--- src/rtl/state_predict_seq.sv ---
// PMSM EKF one-step state prediction and Jacobian, computed serially through one shared Q-format multiplier.
// Latency 11+MUL_LAT cycles from accept to out_valid. start is taken only while in_ready (IDLE); a busy start is dropped, not queued.
module state_predict_seq #(
  parameter int N            = 32,
  parameter int Q            = 18,
  parameter int MUL_LAT      = 1,
  parameter int TS_LS        = 124,
  parameter int RS_TS_LS     = 184,
  parameter int LAMBDA_TS_LS = 25,
  parameter int T_Q          = 3,
  parameter int PI_Q         = 823550
) (
  input  logic                clk,
  input  logic                reset,
  input  logic                start,
  output logic                in_ready,
  input  logic signed [N-1:0] ialpha,
  input  logic signed [N-1:0] ibeta,
  input  logic signed [N-1:0] valpha,
  input  logic signed [N-1:0] vbeta,
  input  logic signed [N-1:0] omega,
  input  logic signed [N-1:0] theta,
  input  logic signed [N-1:0] stheta,
  input  logic signed [N-1:0] ctheta,
  input  logic                clear_ovf,
  output logic                out_valid,
  output logic signed [N-1:0] ialphae,
  output logic signed [N-1:0] ibetae,
  output logic signed [N-1:0] omegae,
  output logic signed [N-1:0] thetae,
  output logic [16*N-1:0]     F,
  output logic [16*N-1:0]     F_transpose,
  output logic                ovf
);

  localparam logic signed [N-1:0] C_TS    = N'(TS_LS);
  localparam logic signed [N-1:0] C_RS    = N'(RS_TS_LS);
  localparam logic signed [N-1:0] C_LAM   = N'(LAMBDA_TS_LS);
  localparam logic signed [N-1:0] C_TQ    = N'(T_Q);
  localparam logic signed [N-1:0] C_SF    = N'(2**Q);
  localparam logic signed [N-1:0] C_F00   = N'(2**Q - RS_TS_LS);
  localparam logic signed [N-1:0] C_PI    = N'(PI_Q);
  localparam logic signed [N-1:0] C_NPI   = N'(-PI_Q);
  localparam logic signed [N-1:0] C_2PI   = N'(2 * PI_Q);
  localparam logic signed [N-1:0] C_MAX   = {1'b0, {(N-1){1'b1}}};
  localparam logic signed [N-1:0] C_MIN   = {1'b1, {(N-1){1'b0}}};
  localparam logic [3:0]          C_ISSUE_LAST = 4'd8;
  localparam logic [3:0]          C_DRAIN_LAST = 4'(MUL_LAT - 1);

  typedef enum logic [2:0] {S_IDLE, S_ISSUE, S_DRAIN, S_SUM, S_WRAP} state_t;

  state_t r_state, w_state_nxt;
  logic [3:0] r_cnt;
  logic       w_issue;

  logic signed [N-1:0] r_ia, r_ib, r_va, r_vb, r_om, r_th, r_st, r_ct;
  logic signed [N-1:0] r_p [9];

  logic signed [N-1:0]   w_a, w_b, w_prod;
  logic [3:0]            w_idx;
  logic signed [2*N-1:0] w_full, w_shift;
  logic                  w_mul_sat;

  logic                r_pv   [MUL_LAT];
  logic [3:0]          r_pidx [MUL_LAT];
  logic signed [N-1:0] r_pval [MUL_LAT];

  logic signed [N+2:0] w_sum_a, w_sum_b, w_sum_t;
  logic signed [N-1:0] w_theta_c, w_theta_w;
  logic signed [N-1:0] w_fe [16];
  logic [16*N-1:0]     w_f, w_ft;
  logic                w_ovf_set;

  logic signed [N-1:0] r_ialphae, r_ibetae, r_omegae, r_thetae;
  logic [16*N-1:0]     r_f, r_ft;
  logic                r_ovf;

  function automatic logic signed [N+2:0] sx(input logic signed [N-1:0] v);
    return {{3{v[N-1]}}, v};
  endfunction

  function automatic logic fits(input logic signed [N+2:0] v);
    return (&v[N+2:N-1]) | ~(|v[N+2:N-1]);
  endfunction

  function automatic logic signed [N-1:0] clamp(input logic signed [N+2:0] v);
    if (fits(v)) return v[N-1:0];
    return v[N+2] ? C_MIN : C_MAX;
  endfunction

  // FSM
  always_ff @(posedge clk) begin
    if (reset) begin
      r_state <= S_IDLE;
      r_cnt   <= '0;
    end else begin
      r_state <= w_state_nxt;
      r_cnt   <= (w_state_nxt != r_state) ? 4'd0 : r_cnt + 4'd1;
    end
  end

  always_comb begin
    w_state_nxt = r_state;
    w_issue     = 1'b0;
    case (r_state)
      S_IDLE:  if (start) w_state_nxt = S_ISSUE;
      S_ISSUE: begin
        w_issue = 1'b1;
        if (r_cnt == C_ISSUE_LAST) w_state_nxt = S_DRAIN;
      end
      S_DRAIN: if (r_cnt == C_DRAIN_LAST) w_state_nxt = S_SUM;
      S_SUM:   w_state_nxt = S_WRAP;
      S_WRAP:  w_state_nxt = S_IDLE;
      default: w_state_nxt = S_IDLE;
    endcase
  end

  always_ff @(posedge clk) begin
    if (reset) begin
      r_ia <= '0; r_ib <= '0; r_va <= '0; r_vb <= '0;
      r_om <= '0; r_th <= '0; r_st <= '0; r_ct <= '0;
    end else if (r_state == S_IDLE && start) begin
      r_ia <= ialpha; r_ib <= ibeta;  r_va <= valpha; r_vb <= vbeta;
      r_om <= omega;  r_th <= theta;  r_st <= stheta; r_ct <= ctheta;
    end
  end

  // p2/p6 go first so p3/p7 can reuse them from r_p by issue slots 7 and 8
  always_comb begin
    w_a   = '0;
    w_b   = '0;
    w_idx = '0;
    case (r_cnt)
      4'd0: begin w_a = r_st; w_b = C_LAM;  w_idx = 4'd2; end
      4'd1: begin w_a = r_ct; w_b = C_LAM;  w_idx = 4'd6; end
      4'd2: begin w_a = r_va; w_b = C_TS;   w_idx = 4'd0; end
      4'd3: begin w_a = r_ia; w_b = C_RS;   w_idx = 4'd1; end
      4'd4: begin w_a = r_vb; w_b = C_TS;   w_idx = 4'd4; end
      4'd5: begin w_a = r_ib; w_b = C_RS;   w_idx = 4'd5; end
      4'd6: begin w_a = r_om; w_b = C_TQ;   w_idx = 4'd8; end
      4'd7: begin w_a = r_om; w_b = r_p[2]; w_idx = 4'd3; end
      4'd8: begin w_a = r_om; w_b = r_p[6]; w_idx = 4'd7; end
      default: ;
    endcase
  end

  assign w_full    = $signed({{N{w_a[N-1]}}, w_a}) * $signed({{N{w_b[N-1]}}, w_b});
  assign w_shift   = w_full >>> Q;
  assign w_mul_sat = ~((&w_shift[2*N-1:N-1]) | ~(|w_shift[2*N-1:N-1]));
  assign w_prod    = w_mul_sat ? (w_shift[2*N-1] ? C_MIN : C_MAX) : w_shift[N-1:0];

  always_ff @(posedge clk) begin
    if (reset) begin
      for (int i = 0; i < MUL_LAT; i++) begin
        r_pv[i]   <= 1'b0;
        r_pidx[i] <= '0;
        r_pval[i] <= '0;
      end
    end else begin
      r_pv[0]   <= w_issue;
      r_pidx[0] <= w_idx;
      r_pval[0] <= w_prod;
      for (int i = 1; i < MUL_LAT; i++) begin
        r_pv[i]   <= r_pv[i-1];
        r_pidx[i] <= r_pidx[i-1];
        r_pval[i] <= r_pval[i-1];
      end
    end
  end

  always_ff @(posedge clk) begin
    if (reset) begin
      for (int i = 0; i < 9; i++) r_p[i] <= '0;
    end else if (r_pv[MUL_LAT-1]) begin
      r_p[r_pidx[MUL_LAT-1]] <= r_pval[MUL_LAT-1];
    end
  end

  assign w_sum_a   = sx(r_ia) + sx(r_p[0]) - sx(r_p[1]) + sx(r_p[3]);
  assign w_sum_b   = sx(r_ib) + sx(r_p[4]) - sx(r_p[5]) - sx(r_p[7]);
  assign w_sum_t   = sx(r_th) + sx(r_p[8]);
  assign w_theta_c = clamp(w_sum_t);

  // One correction only; PI_Q is far below full scale so neither branch can overflow N bits
  always_comb begin
    w_theta_w = w_theta_c;
    if (w_theta_c >= C_PI)       w_theta_w = w_theta_c - C_2PI;
    else if (w_theta_c < C_NPI)  w_theta_w = w_theta_c + C_2PI;
  end

  always_comb begin
    for (int i = 0; i < 16; i++) w_fe[i] = '0;
    w_fe[0]  = C_F00;
    w_fe[2]  = r_p[2];
    w_fe[3]  = r_p[7];
    w_fe[5]  = C_F00;
    w_fe[6]  = -r_p[6];
    w_fe[7]  = r_p[3];
    w_fe[10] = C_SF;
    w_fe[14] = C_TQ;
    w_fe[15] = C_SF;
    w_f  = '0;
    w_ft = '0;
    for (int r = 0; r < 4; r++) begin
      for (int c = 0; c < 4; c++) begin
        w_f[(4*r+c)*N +: N]  = w_fe[4*r+c];
        w_ft[(4*r+c)*N +: N] = w_fe[4*c+r];
      end
    end
  end

  // Results land on the SUM->WRAP edge so they are stable during the out_valid cycle
  always_ff @(posedge clk) begin
    if (reset) begin
      r_ialphae <= '0;
      r_ibetae  <= '0;
      r_omegae  <= '0;
      r_thetae  <= '0;
      r_f       <= '0;
      r_ft      <= '0;
    end else if (r_state == S_SUM) begin
      r_ialphae <= clamp(w_sum_a);
      r_ibetae  <= clamp(w_sum_b);
      r_omegae  <= r_om;
      r_thetae  <= w_theta_w;
      r_f       <= w_f;
      r_ft      <= w_ft;
    end
  end

  assign w_ovf_set = (w_issue && w_mul_sat) ||
                     ((r_state == S_SUM) && (!fits(w_sum_a) || !fits(w_sum_b) || !fits(w_sum_t)));

  always_ff @(posedge clk) begin
    if (reset) r_ovf <= 1'b0;
    else       r_ovf <= w_ovf_set | (r_ovf & ~clear_ovf);
  end

  assign in_ready    = (r_state == S_IDLE);
  assign out_valid   = (r_state == S_WRAP);
  assign ialphae     = r_ialphae;
  assign ibetae      = r_ibetae;
  assign omegae      = r_omegae;
  assign thetae      = r_thetae;
  assign F           = r_f;
  assign F_transpose = r_ft;
  assign ovf         = r_ovf;

endmodule
--- config.mk ---
export PLATFORM = sky130hd
export DESIGN_NAME = state_predict_seq
export DESIGN_NICKNAME = d
export VERILOG_FILES = /design/src/rtl/state_predict_seq.sv
export SDC_FILE = /design/constraint.sdc
export NUM_CORES = 2
export LEC_CHECK = 0
export ABC_CLOCK_PERIOD_IN_PS = 13690
export CELL_PAD_IN_SITES_DETAIL_PLACEMENT = 0
export CELL_PAD_IN_SITES_GLOBAL_PLACEMENT = 1
export CORE_AREA = 2 2 558 560
export CTS_BUF_LIST = sky130_fd_sc_hd__clkbuf_4 sky130_fd_sc_hd__clkbuf_8 sky130_fd_sc_hd__clkbuf_16
export DETAILED_ROUTE_END_ITERATION = 6
export DIE_AREA = 0 0 560 562
export PLACE_DENSITY = 0.63
export SKIP_LAST_GASP = 1
export SYNTH_ARGS = -nofsm -noshare
export SYNTH_HDL_FRONTEND = slang
export SYNTH_SLANG_ARGS = --single-unit
--- constraint.sdc ---
create_clock -name clk -period 13.69 [get_ports clk]
set_clock_uncertainty 0.2 [all_clocks]
set_input_delay 2.738 -clock clk [delete_from_list [all_inputs] [get_ports clk]]
set_output_delay 2.738 -clock clk [all_outputs]
set_load 0.05 [all_outputs]
Yosys cells after proc, flatten, opt, wreduce, memory -nomap -nowiden. Memories as Yosys holds them, arrays and structs flattened. Index checks and enable logic that the tools add are counted.

$lt $le $gt $ge: 2. Reductions and logical operators: 28. $add $sub $neg: 11. Multiplexer cells: 43. Equality and inequality tests: 13. Bitwise gates (word level): 12. Multipliers: 1.

Operator list (count): $mux W32 (15); $pmux W32 S7 (1); $pmux W32 S6 (1); $add A32 B32 Y33 (3); $sub A33 B32 Y34 (2); $mul A32 B32 Y64 (1); $reduce_or A32 Y1 (2); $add A34 B32 Y35 (1); $sub A34 B32 Y35 (1); $add A32 B22 Y32 const B (1); $ge A32 B21 Y1 const B (1); $lt A32 B21 Y1 const B (1); $neg A32 Y32 (1); $pmux W4 S8 (1); $sub A32 B22 Y32 const B (1); $mux W1 (19); $eq A4 B3 Y1 const B (4); $reduce_or A4 Y1 (4); $reduce_and A15 Y1 (1); $reduce_or A15 Y1 (1); $pmux W3 S4 (1); $reduce_and A4 Y1 (3); $mux W3 (3); $eq A4 B2 Y1 const B (2); 19 further kinds (39).

Register bits: 701. Output and inout port bits: 1155. Logic and storage cells: 131. RAM bits: 325. Memories kept: 4. Input port bits: 260.

Memory list: r_p (depth 9, width 32, read ports 9, clocked after memory_dff 0, write ports 9, line 57) `logic signed [N-1:0] r_p [9];`; r_pval (depth 1, width 32, read ports 1, clocked after memory_dff 0, write ports 1, line 66) `logic signed [N-1:0] r_pval [MUL_LAT];`; r_pidx (depth 1, width 4, read ports 1, clocked after memory_dff 0, write ports 1, line 65) `logic [3:0] r_pidx [MUL_LAT];`; r_pv (depth 1, width 1, read ports 1, clocked after memory_dff 0, write ports 1, line 64) `logic r_pv [MUL_LAT];`.

Logic depth before layout (Yosys ltp). An unclocked memory read counts as a cell.

Word-level depth: 13. Gate-level depth with buffers: 41. Depth with buffers taken out: 35.

Least setup slack after synthesis. OpenSTA, ideal clock, no wires.

Kind: register -> register. Start: register r_cnt[0]. End: memory r_pval[0][0]. Stages on the path, launching flop included: 40. Arrival: 10.688 ns. Data required time: 13.421 ns. Period minus slack after synthesis: 10.958 ns. Slack: 2.732 ns. Cell sequence: dfxtp_1 -> inv_1 -> ha_1 -> buf_2 -> and2_1 -> clkbuf_1 -> buf_1 -> a22o_1 -> a221oi_1 -> nand4_1 -> clkbuf_1 -> nand2_1 -> inv_1 -> fa_1 -> fa_1 -> fa_1 -> inv_1 -> fa_1 -> [... 4 more ...] -> fa_1 -> inv_1 -> fa_1 -> ha_1 -> clkbuf_1 -> a21oi_1 -> o21ai_0 -> a21oi_1 -> o211ai_1 -> a21o_1 -> or2_1 -> o311ai_0 -> nand4_1 -> or4b_1 -> and4bb_1 -> o21ai_2 -> buf_6 -> o21ai_1.

Longest elaborated chain between the ends: 9. Elaborated cells between the ends (all ways): 23. Classes of those cells: mul: 1; eq/ne: 8; mux: 5; bitwise: 2; reduce/logical: 7.

RTL lines: start: declaration (line 53) `logic [3:0] r_cnt;`; start signal: assignment (line 98) `r_cnt <= (w_state_nxt != r_state) ? 4'd0 : r_cnt + 4'd1;`; $eq A4 B4 Y1 (tied with other cells) (line 133) `case (r_cnt)`; $reduce_or A3 Y1 (no source line) or $reduce_or A2 Y1 (tied branches); $pmux W32 S7 or $pmux W32 S6 (tied branches) (line 133); $mul A32 B32 Y64 * (line 147) `assign w_full = $signed({{N{w_a[N-1]}}, w_a}) * $signed({{N{w_b[N-1]}}, w_b});`; $reduce_or A15 Y1 (line 149) `assign w_mul_sat = ~((&w_shift[2*N-1:N-1]) | ~(|w_shift[2*N-1:N-1]));`; $not A1 Y1 (line 149); $or A1 B1 Y1 (line 149); $mux W32 * (line 150) `assign w_prod = w_mul_sat ? (w_shift[2*N-1] ? C_MIN : C_MAX) : w_shift[N-1:0];`; $mux W32 (no source line) *; end: declaration (line 66).

Mark *: on every way between the ends. The rest lies on a longest branch, timed or not.

Final worst setup path.
Start: register r_cnt[2]. End: memory r_pval[0][16].

The elaborated chain is that of the path after synthesis.

==> flow_summary.ini <==
[clock_tree]
clk_pin_slew_ns = 0.06
numCtsBuffers = 106
clock_latency_ns = 0.86
cts_resized = 0
clock_sinks = 846
root_buffer = clkbuf_16
post_cts_buffers = 0
cts_tree = done
h-tree-depth = 3
ctsLongestPathBuffers = 4
postCtsHoldBufs = 0

[sta]
setup_viol = 0
tns_ns = 0
maxSlewHeadroom = 0.180
hold_viol = 0
slew_viol_final = 0
finalCritPeriodShare = 0.922
fin_crit_ns = 12.62
max_freq_ghz = 0.0792
worstMarginPinSlew_ns = 1.23
rsz0062_at_grt = no

[drt]
drc = 0
first_iter_violations = 5848
vias = 67600
wl_per_cell_um = 26.0
dr.pass1.iters = 6
via_per_inst = 4.75
wl_um = 370000
antenna_left = 0

[layout]
drive_gt1_frac = 0.0461
area_growth_pct = 13.0
nets = 11800
largest_reg_flops = 288
top_register = r_p

[power]
power_frac_seq = 0.339
leakage_nw = 41.4
total_power_mw = 9.17
internal-power_mw = 5.29
power.density_nw_per_um2 = 95.0
power_frac_comb = 0.351
peakVddDrop_v = 0.000101
clockPowerShare = 0.310
switchingPower_mw = 3.87
netSwitchingFraction = 0.422

[setup_path]
r2r_cells = 33
crit_top_cell = fa_1
crit_start = r_cnt[2]
slowest_stage = and4_1
timing.rr.start = r_cnt[2]
start_kind = flop
cp.arrival_ns = 13.10
worst_r2r_endpoint = r_pval[0][16]
endpoint = r_pval[0][16]
cp.required_ns = 14.17
worstPathMaxFanout = 31
path_class = reg -> reg
critPathCaptureType = flop
max_stage_delay_ns = 0.88
rrSetupSlack_ns = 1.07

[placement]
gp_congestion = 1.00
hpwl_um = 307000
io_buffers = 702

[grt]
antenna_found_initial = 70
grt_max_degree = 172
grt_pass1_vias = 67300
grt_pass1_wl_um = 513000
grt.overflow.total = 0
grt_usage = 0.228

[floorplan]
io_pins = 1415
dieHeight_um = 562
coreArea_sq_um = 308000
row_count = 204
die_w_um = 560
start_util = 0.277
fp.dieArea_sq_um = 315000

[logic_synthesis]
ys_types = 105
postSynthAreaPerCell_sq_um = 8.80
synth_edf_count = 288
syn-cell-area_sq_um = 85400
yosys_warnings = 0
synth-seq-cells = 846
postSynth.asyncResetShare = 0
synth-main-ff-cell = dfxtp_1
syn_inst = 9704
yosysSeqAreaShare = 0.232

[hold_path]
hold_depth = 2
holdCritPathClass = reg -> reg

[status]
outcome = finished clean

[flow_run]
drv_cap = 0
-- synthesized netlist by cell type, drive strengths merged, types with 8 or more instances --
cell type | instances | area [sq um]
a211o | 14 | 123
a211oi | 101 | 796
a21boi | 9 | 67.6
a21o | 70 | 526
a21oi | 629 | 3160
a221oi | 39 | 342
a22o | 53 | 464
a22oi | 31 | 233
a311oi | 13 | 138
a31o | 8 | 70.1
a31oi | 27 | 188
and2 | 326 | 2040
and3 | 39 | 244
and4 | 43 | 377
buf | 956 | 7050
clkbuf | 442 | 1660
dfxtp | 558 | 11200
edfxtp | 288 | 8650
fa | 1212 | 24300
ha | 291 | 3640
inv | 1221 | 4580
mux2i | 14 | 140
nand2 | 1655 | 6210
nand2b | 41 | 257
nand3 | 65 | 325
nand3b | 11 | 82.6
nand4 | 78 | 494
nor2 | 730 | 2740
nor2b | 28 | 175
nor3 | 62 | 310
nor4 | 29 | 221
o2111ai | 10 | 93.8
o211ai | 32 | 245
o21a | 39 | 294
o21ai | 162 | 822
o21bai | 27 | 203
o31ai | 11 | 82.6
o41ai | 9 | 113
or2 | 25 | 156
or3 | 28 | 175
or4 | 15 | 113
xnor2 | 94 | 823
xor2 | 59 | 517
-- how the worst min path moves through the flow --
stage / to / slack (ns) / startpoint
2_1_floorplan: r_ct[1] / 0.24 / r_ct[1]
4_1_cts: omegae[12] / 0.26 / omegae[12]
5_1_grt: omegae[12] / 0.27 / omegae[12]
3_3_place_gp: omegae[31] / 0.25 / omegae[31]
3_5_place_dp: omegae[12] / 0.25 / omegae[12]
6_report: omegae[12] / 0.26 / omegae[12]
-- cell families after synthesis --
family,after synthesis,synth area share
other,1,0.0000439
adders and majority gates,1503,0.327
muxes,17,0.00204
DFF,846,0.232
buffers and inverters,2619,0.156
and+or+nand+nor,3206,0.166
AOI/OAI and AO/OA,1359,0.101
xor gates and xnor gates,153,0.0157
-- power by group through the flow --
stage / sequential (mW) / combinational [mW] / clock (mW)
finish: 3.11 / 3.21 / 2.84
global route: 3.10 / 3.48 / 3.01
CTS: 3.10 / 3.20 / 2.92
detailed placement: 3.16 / 3.19 / 0
global placement: 3.15 / 3.17 / 0
floorplan: 2.85 / 2.37 / 0
-- final cells by class --
cell class                 count  area, sq um
fill                       32800       212000
multi-input combinational   6950        55200
sequential                   846        19800
timing repair buffer         872         8340
tap                         4120         5150
inverter                    1221         4580
clock buffer                 145         3100
clock inverter                46          327
antenna                       25         62.6
-- routing by layer --
layer	vias up	wire [um]	GRT usage
met1	34500	147000	0.284
met2	2848	171000	0.371
met3	546	25000	0.0369
li1	29800	-	-
met5	-	11	0
met4	2	26400	0.140
-- worst max-delay path: cells and delay by family, from the launching register on --
family,cells,cell delay [ns]
buffers and inverters,6,0.78
flip-flops,1,0.78
AND/OR/NAND/NOR,10,3.74
adder cells (fa/ha/maj),9,4.43
AO/OA/AOI/OAI,8,2.42
-- cell usage in the layout (no fill, tap or decap), drive strengths merged, types with 101 or more instances in the layout --
master and count:
buf 172, edfxtp 288, dfxtp 558, clkdlybuf4s50 700, nand2 1655, and2 326
a211oi 101, fa 1212, conb 712, ha 291, o21ai 162, a21oi 629
nor2 730, inv 1233, clkbuf 145
-- through the flow --
step | instance area, sq um | util | hold WS [ns] | setup slack (ns) | std cells
finish | 96500 | 0.313 | 0.255 | 1.07 | 14200
floorplan | 88100 | - | 0.236 | 2.73 | 10400
CTS | 96500 | 0.313 | 0.257 | 1.24 | 14200
detailed placement | 93100 | 0.302 | 0.249 | 1.27 | 14000
global placement | 93100 | 0.302 | 0.247 | 1.42 | 14000
global route | 96500 | 0.313 | 0.271 | 0.740 | 14200
Power figures use the tool's default switching activity.
